[src/rtl/onehot_index.sv]
`default_nettype none
// ============================================================================
// Module   : onehot_index
// Purpose  : Combinational one-hot to binary index converter with a
//            one-hot legality flag. Reusable by any one-hot consumer.
// Ports    : code      - NR_KEY-bit candidate one-hot code
//            index     - binary position of the set bit (meaningful only
//                        when is_onehot is 1)
//            is_onehot - 1 when exactly one bit of code is set
// Revision : 1.0 - initial release
// ============================================================================
module onehot_index #(
  parameter int NR_KEY    = 2,
  parameter int IDX_WIDTH = (NR_KEY > 1) ? $clog2(NR_KEY) : 1
) (
  input  logic [NR_KEY-1:0]    code,
  output logic [IDX_WIDTH-1:0] index,
  output logic                 is_onehot
);

  // OR-reduction encoder: for a legal code exactly one term contributes, so
  // no priority chain is needed. Multi-hot codes give a garbage index, which
  // the consumer must qualify with is_onehot.
  always_comb begin
    index = '0;
    for (int i = 0; i < NR_KEY; i++) begin
      if (code[i]) begin
        index = index | IDX_WIDTH'(i);
      end
    end
  end

  // Non-zero with its lowest set bit being the only set bit.
  assign is_onehot = (code != '0) && ((code & (code - NR_KEY'(1))) == '0);

endmodule
`default_nettype wire

[src/rtl/onehot_key_decoder.sv]
`default_nettype none
// ============================================================================
// Module   : onehot_key_decoder
// Purpose  : Registered single-stage decoder mapping a one-hot code to the
//            key stored at the set bit's index in a packed key table, with
//            valid/ready handshakes on both sides and a saturating count of
//            illegal (zero-hot or multi-hot) codes.
// Ports    : clk, rst_n           - clock, async active-low reset
//            in_valid/in_ready    - upstream handshake
//            in_code              - NR_KEY-bit one-hot code
//            keys                 - packed table, entry i at [KEY_WIDTH*i +:]
//            out_valid/out_ready  - downstream handshake
//            out_key, out_err     - decoded key and illegal-code flag
//            clr_err              - synchronous clear of err_cnt
//            err_cnt              - saturating illegal-code count
// Revision : 1.0 - initial release
// ============================================================================
module onehot_key_decoder #(
  parameter int                     NR_KEY    = 2,
  parameter int                     KEY_WIDTH = 1,
  parameter logic [KEY_WIDTH-1:0]   DEF_KEY   = '0,
  parameter int                     CNT_WIDTH = 8
) (
  input  logic                        clk,
  input  logic                        rst_n,
  input  logic                        in_valid,
  output logic                        in_ready,
  input  logic [NR_KEY-1:0]           in_code,
  input  logic [NR_KEY*KEY_WIDTH-1:0] keys,
  output logic                        out_valid,
  input  logic                        out_ready,
  output logic [KEY_WIDTH-1:0]        out_key,
  output logic                        out_err,
  input  logic                        clr_err,
  output logic [CNT_WIDTH-1:0]        err_cnt
);

  localparam int IDX_WIDTH = (NR_KEY > 1) ? $clog2(NR_KEY) : 1;

  typedef enum logic {
    S_EMPTY = 1'b0,
    S_FULL  = 1'b1
  } state_t;

  state_t                state;
  state_t                state_nxt;
  logic                  accept;
  logic                  pop;
  logic                  illegal_accept;
  logic [IDX_WIDTH-1:0]  code_idx;
  logic                  code_onehot;
  logic [KEY_WIDTH-1:0]  sel_key;
  logic [CNT_WIDTH-1:0]  err_cnt_nxt;

  onehot_index #(
    .NR_KEY    (NR_KEY),
    .IDX_WIDTH (IDX_WIDTH)
  ) u_onehot_index (
    .code      (in_code),
    .index     (code_idx),
    .is_onehot (code_onehot)
  );

  // A full stage that drains this cycle can take a new code, giving
  // back-to-back throughput without a skid buffer.
  assign out_valid      = (state == S_FULL);
  assign in_ready       = !out_valid || out_ready;
  assign accept         = in_valid && in_ready;
  assign pop            = out_valid && out_ready;
  assign illegal_accept = accept && !code_onehot;

  // Table lookup with constant slices only; the index is in range whenever
  // the code is legal, and illegal codes fall back to DEF_KEY.
  always_comb begin
    sel_key = DEF_KEY;
    if (code_onehot) begin
      for (int i = 0; i < NR_KEY; i++) begin
        if (code_idx == IDX_WIDTH'(i)) begin
          sel_key = keys[KEY_WIDTH*i +: KEY_WIDTH];
        end
      end
    end
  end

  always_comb begin
    state_nxt = state;
    case (state)
      S_EMPTY: if (accept)       state_nxt = S_FULL;
      S_FULL:  if (pop && !accept) state_nxt = S_EMPTY;
      default:                   state_nxt = S_EMPTY;
    endcase
  end

  // A clear coinciding with an illegal accept counts that accept, so the
  // event is not lost across the clear.
  always_comb begin
    err_cnt_nxt = err_cnt;
    if (clr_err) begin
      err_cnt_nxt = illegal_accept ? CNT_WIDTH'(1) : '0;
    end else if (illegal_accept && (err_cnt != {CNT_WIDTH{1'b1}})) begin
      err_cnt_nxt = err_cnt + CNT_WIDTH'(1);
    end
  end

  always_ff @(posedge clk or negedge rst_n) begin
    if (!rst_n) begin
      state   <= S_EMPTY;
      out_key <= DEF_KEY;
      out_err <= 1'b0;
      err_cnt <= '0;
    end else begin
      state   <= state_nxt;
      err_cnt <= err_cnt_nxt;
      // keys is sampled only here, so a held result is immune to table edits.
      if (accept) begin
        out_key <= sel_key;
        out_err <= !code_onehot;
      end
    end
  end

endmodule
`default_nettype wire

[config.mk]
export PLATFORM = sky130hd
export DESIGN_NAME = onehot_key_decoder
export DESIGN_NICKNAME = d
export VERILOG_FILES = /design/src/rtl/onehot_index.sv /design/src/rtl/onehot_key_decoder.sv
export SDC_FILE = /design/constraint.sdc
export NUM_CORES = 1
export LEC_CHECK = 0
export CAP_MARGIN = 25
export CORE_MARGIN = 4
export CORE_UTILIZATION = 30
export CTS_BUF_LIST = sky130_fd_sc_hd__clkbuf_16
export DETAILED_ROUTE_END_ITERATION = 8
export MAX_ROUTING_LAYER = met4
export SLEW_MARGIN = 20
export SYNTH_ARGS = -nofsm -noshare
export SYNTH_HDL_FRONTEND = slang
export SYNTH_SLANG_ARGS = --single-unit
[constraint.sdc]
create_clock -name clk -period 3.4 [get_ports clk]
set_clock_uncertainty 0.1 [all_clocks]
set_input_delay 0.68 -clock clk [delete_from_list [all_inputs] [get_ports clk]]
set_output_delay 0.68 -clock clk [all_outputs]
set_load 0.02 [all_outputs]
# Word-level counts from Yosys, hierarchy flattened
# Cells that the tools add are included.
# word_totals
input_bits,9
out_inout_bits,12
word_cells,31
reg_bits,11
# classes
n_eq_ne,1
muxes,9
bitwise,2
reduce_logical,13
addsub,2
# ops
op,n
two-way mux 8 bit,2
adder 8 x 1 -> 8 bit (second input constant),1
inequality test 8 bit (second input constant),1
logical AND 1 bit,6
two-way mux 1 bit,6
nonzero test 2 bit,2
zero test 1 bit,3
AND 2 bit,1
zero test 2 bit,1
case mux 1 bit (2 select lines),1
subtractor 2 x 1 -> 2 bit (second input constant),1
logical OR 1 bit,1
inverter 1 bit,1

# Depth between registers and ports, before layout
# depth
word_depth,9
ltp_mapped,5
ltp_nobuf,5

# Modules after synthesis
# Synthesis repeated with hierarchy kept, for this count alone.
# unflattened
cells_unflattened,62
area_unflattened_um2,608.1
# by_module_without_submodules
mod,area_each_um2,cells_per_inst,seq_area_each_um2,n_inst
onehot_key_decoder,591.8,60,275.3,1
onehot_index,16.3,2,0.0,1

# Worst setup path after synthesis
# Ideal clock, no wire load.
# synth_timing
path_type,input to register
from,in in_code[0]
to,reg err_cnt[5]
path_buffers,1
slack_ns,1.508
arrival_ns,1.665
setup_ns,0.128
required_ns,3.172
path_stages,5
cell_sequence,xnor2_2 nand3_2 buf_6 nor4_2 mux2_1
# synth_between
elab_chain_len,8
word_cells_on_any_way,9
classes_between,1 x add/sub; 1 x bitwise; 7 x reduce/logical
# synth_lines
element,line,text
"start, declared",onehot_key_decoder.sv:28,"input logic [NR_KEY-1:0] in_code,"
subtractor 2 x 1 -> 2 bit,onehot_index.sv:34,assign is_onehot = (code != '0) && ((code & (code - NR_KEY'(1))) == '0);
AND 2 bit,onehot_index.sv:34,
zero test 2 bit,onehot_index.sv:34,
logical AND 1 bit *,onehot_index.sv:34,
zero test 1 bit *,onehot_key_decoder.sv:70,assign illegal_accept = accept && !code_onehot;
logical AND 1 bit *,onehot_key_decoder.sv:70,
logical AND 1 bit *,onehot_key_decoder.sv:100,end else if (illegal_accept && (err_cnt != {CNT_WIDTH{1'b1}})) begin
nonzero test 2 bit (no source line) *,n/a,
"end signal, assigned",onehot_key_decoder.sv:113,err_cnt <= err_cnt_nxt;
"end, declared",onehot_key_decoder.sv:35,output logic [CNT_WIDTH-1:0] err_cnt
# Every way passes the cells marked *; elsewhere a longest branch is shown, timed or not.
# A chain may end at the register's enable or synchronous reset.

# Final worst setup path
# layout_timing
from,in out_ready
to,out in_ready
# layout_between
elab_chain_len,1
# layout_lines
element,line,text
"start, declared",onehot_key_decoder.sv:31,"input logic out_ready,"
logical OR 1 bit,onehot_key_decoder.sv:67,assign in_ready = !out_valid || out_ready;
"end, declared",onehot_key_decoder.sv:27,"output logic in_ready,"
# Every way passes these cells.

==> impl_metrics.yaml <==
clock_network:
  cts_buffers: 3
  hold_buffers: 0
  cts_tree: "built"
  clockRootBuffer: "clkbuf_16"
  worstSkewPairLatency_ns: 0.23
  clkSlewWorstSetupHoldPaths_ns: 0.04
  cts.repair.resized: 0
  h-tree-depth: 1
  clockBufferDepth: 2
  cts.sinks: 11
  cts_setup_buffers: 0
timing:
  holdWs_ns: 0.381
  fmax_mhz: 374
  max_slew.worst_pin.slew_ns: 0.496
  period_minus_slack_ns: 2.67
  setup_viol: 0
  post-route-period-util_pct: 78.6
  grt_setup_unrepaired: "no"
  fin_tns_setup_ns: 0
  maxSlewHeadroom_pct: 66.8
  slew_violations: 0
  finalHoldViolCount: 0
worst_hold_path:
  hold_path_class: "register to register"
  hold_depth: 2
synth:
  async_reset_ff_share_pct: 100
  synth_nets: 75
  syn_area_sq_um: 633
  synth_commonest_cells: "dfrtp_1 (11), nand2_1 (7), a21oi_1 (6)"
  netlist.top_cell.by_area: "dfrtp_1"
  synthTopCellsByArea: "dfrtp_1 (43%), a21oi_1 (4.7%), or4_1 (4.7%)"
  ys_types: 29
  synth.top_cell.area_share_pct: 43.5
  yosys_warnings: 0
  yosys_register_bits: 11
  seq_area_frac_synth_pct: 43.5
  synth_edf_count: 0
  syn_inst: 65
  postSynthAreaPerCell_sq_um: 9.74
  yosysMostFrequentCell: "dfrtp_1"
  ys.flop_type: "dfrtp_1"
placement:
  numPortBuffers: 20
  dpl.hpwl_um: 1030
  gp_congestion: 0.711
  placed_cells: 110
worst_setup_path:
  cp-end-kind: "output port"
  crit_top_cell: "clkdlybuf4s50_1"
  cp-start-kind: "primary input"
  cp_slowest_cell: "clkdlybuf4s50_1"
  cp_data_arrival_time_ns: 1.89
  cp.required_ns: 2.62
  worstPathMaxFanout: 5
  worstPathCellList: "clkdlybuf4s50_1 -> or2b_4 -> clkdlybuf4s50_1"
  path_class: "primary input to output port"
  ff2ff_path_depth: 5
  max_stage_delay_ns: 0.54
cells_and_area:
  diodes: 0
  area_growth_pct: 46.4
  drive_gt1_share_pct: 12.6
  fin_cells: 114
  nNetsFinal: 98
run_status:
  outcome: "finished clean"
routing:
  via_per_inst: 4.85
  antenna_left: 0
  wl_per_cell_um: 12.9
  drc: 0
  wirelength_um: 1470
  first_pass_iters: 4
  route.vias.total: 553
  drt_first_iter_violations: 9
die:
  die_area_sq_um: 2910
  initial_utilization_pct: 31.9
  die_w_um: 53.9
  ios: 21
  die_y_um: 53.9
  coreArea_sq_um: 1980
  rows: 16
grt:
  grt_pass1_wl_um: 2470
  antenna_found_initial: 0
  grt_usage_pct: 12.1
  first_global_vias: 529
  grt_max_degree: 15
  grt_overflow: 0
power:
  powerDensity_nw_per_um2: 449
  leakage_nw: 0.365
  vdd_ir_drop_max_v: 0.000292
job:
  drv_cap: 0
-- power by group --
group          total [mW]  switching (mW)  leakage, nW  internal, mW
Combinational      0.0624          0.0311        0.176        0.0313
Clock               0.209          0.0546       0.0423         0.154
Sequential          0.145         0.00670        0.146         0.138
-- flip-flops by register name, indices dropped and copies added, names as in the netlist --
register and cells:
out_err 1, out_valid 1, out_key 1, err_cnt 8
-- cell usage in the layout, fill, tap and decap left out, types with 2 or more instances in the layout --
master,instances
dfrtp_1,11
nor2b_1,2
or4_1,4
nand3_1,5
o21ai_1,2
inv_1,4
nand2_1,7
nor2_1,2
o31ai_1,3
o41ai_1,2
a21oi_1,6
clkdlybuf4s50_1,20
clkbuf_16,3
-- critical path, delay by kind of cell --
kind,cells,cell delay (ns)
buf+inv,2,0.94
simple gates,1,0.27
-- kinds of logic (layout without fill, tap and decap cells) --
family | Yosys count | count (layout) | synth area share (%)
compound gates | 15 | 15 | 15.2
flops | 11 | 11 | 43.5
xor+xnor | 1 | 1 | 2.57
mux | 1 | 1 | 1.78
fa+ha+maj | 1 | 1 | 1.98
simple gates | 31 | 31 | 30.2
buf+inv | 5 | 27 | 4.74
-- routing by layer --
| layer | vias up | wire length [um] | GRT usage [%] |
|---|---|---|---|
| li1 | 287 | - | - |
| met5 | - | 0 | - |
| met2 | 13 | 688 | 17.7 |
| met4 | 0 | 0 | 3.83 |
| met3 | 0 | 47 | 2.49 |
| met1 | 253 | 733 | 16.5 |
-- worst paths after layout --
check / start / to / slack [ns]
worst max-delay path: out_ready / in_ready / 0.73
worst min-delay path: out_err / out_err / 0.38
worst max register to register: err_cnt[0] / err_cnt[5] / 1.64
worst min register to register: out_err / out_err / 0.38
max in group asynchronous: rst_n / err_cnt[2] / 2.18
min in group asynchronous: rst_n / err_cnt[0] / 0.68
-- area by class of cell --
cell class,instances,area (sq um)
flip-flops and latches,11,275
multi-input cells,49,328
well taps,27,33.8
fillers,188,1050
inverters,3,11.3
clock buffers,3,75.1
clock inverters,1,3.75
repair buffers,20,200
-- per-stage QoR --
| step | worst slack (ns) | cell area [sq um] | utilization [%] | power (mW) |
|---|---|---|---|---|
| final | 0.728 | 927 | 46.8 | 0.416 |
| after global routing | 0.709 | 927 | 46.8 | 0.440 |
| after CTS | 0.719 | 927 | 46.8 | 0.422 |
| after detailed placement | 0.721 | 848 | 42.8 | 0.209 |
| after global placement | 0.733 | 848 | 42.8 | 0.209 |
| after floorplan | 1.51 | 633 | - | 0.178 |
(Power assumes the default switching activity.)
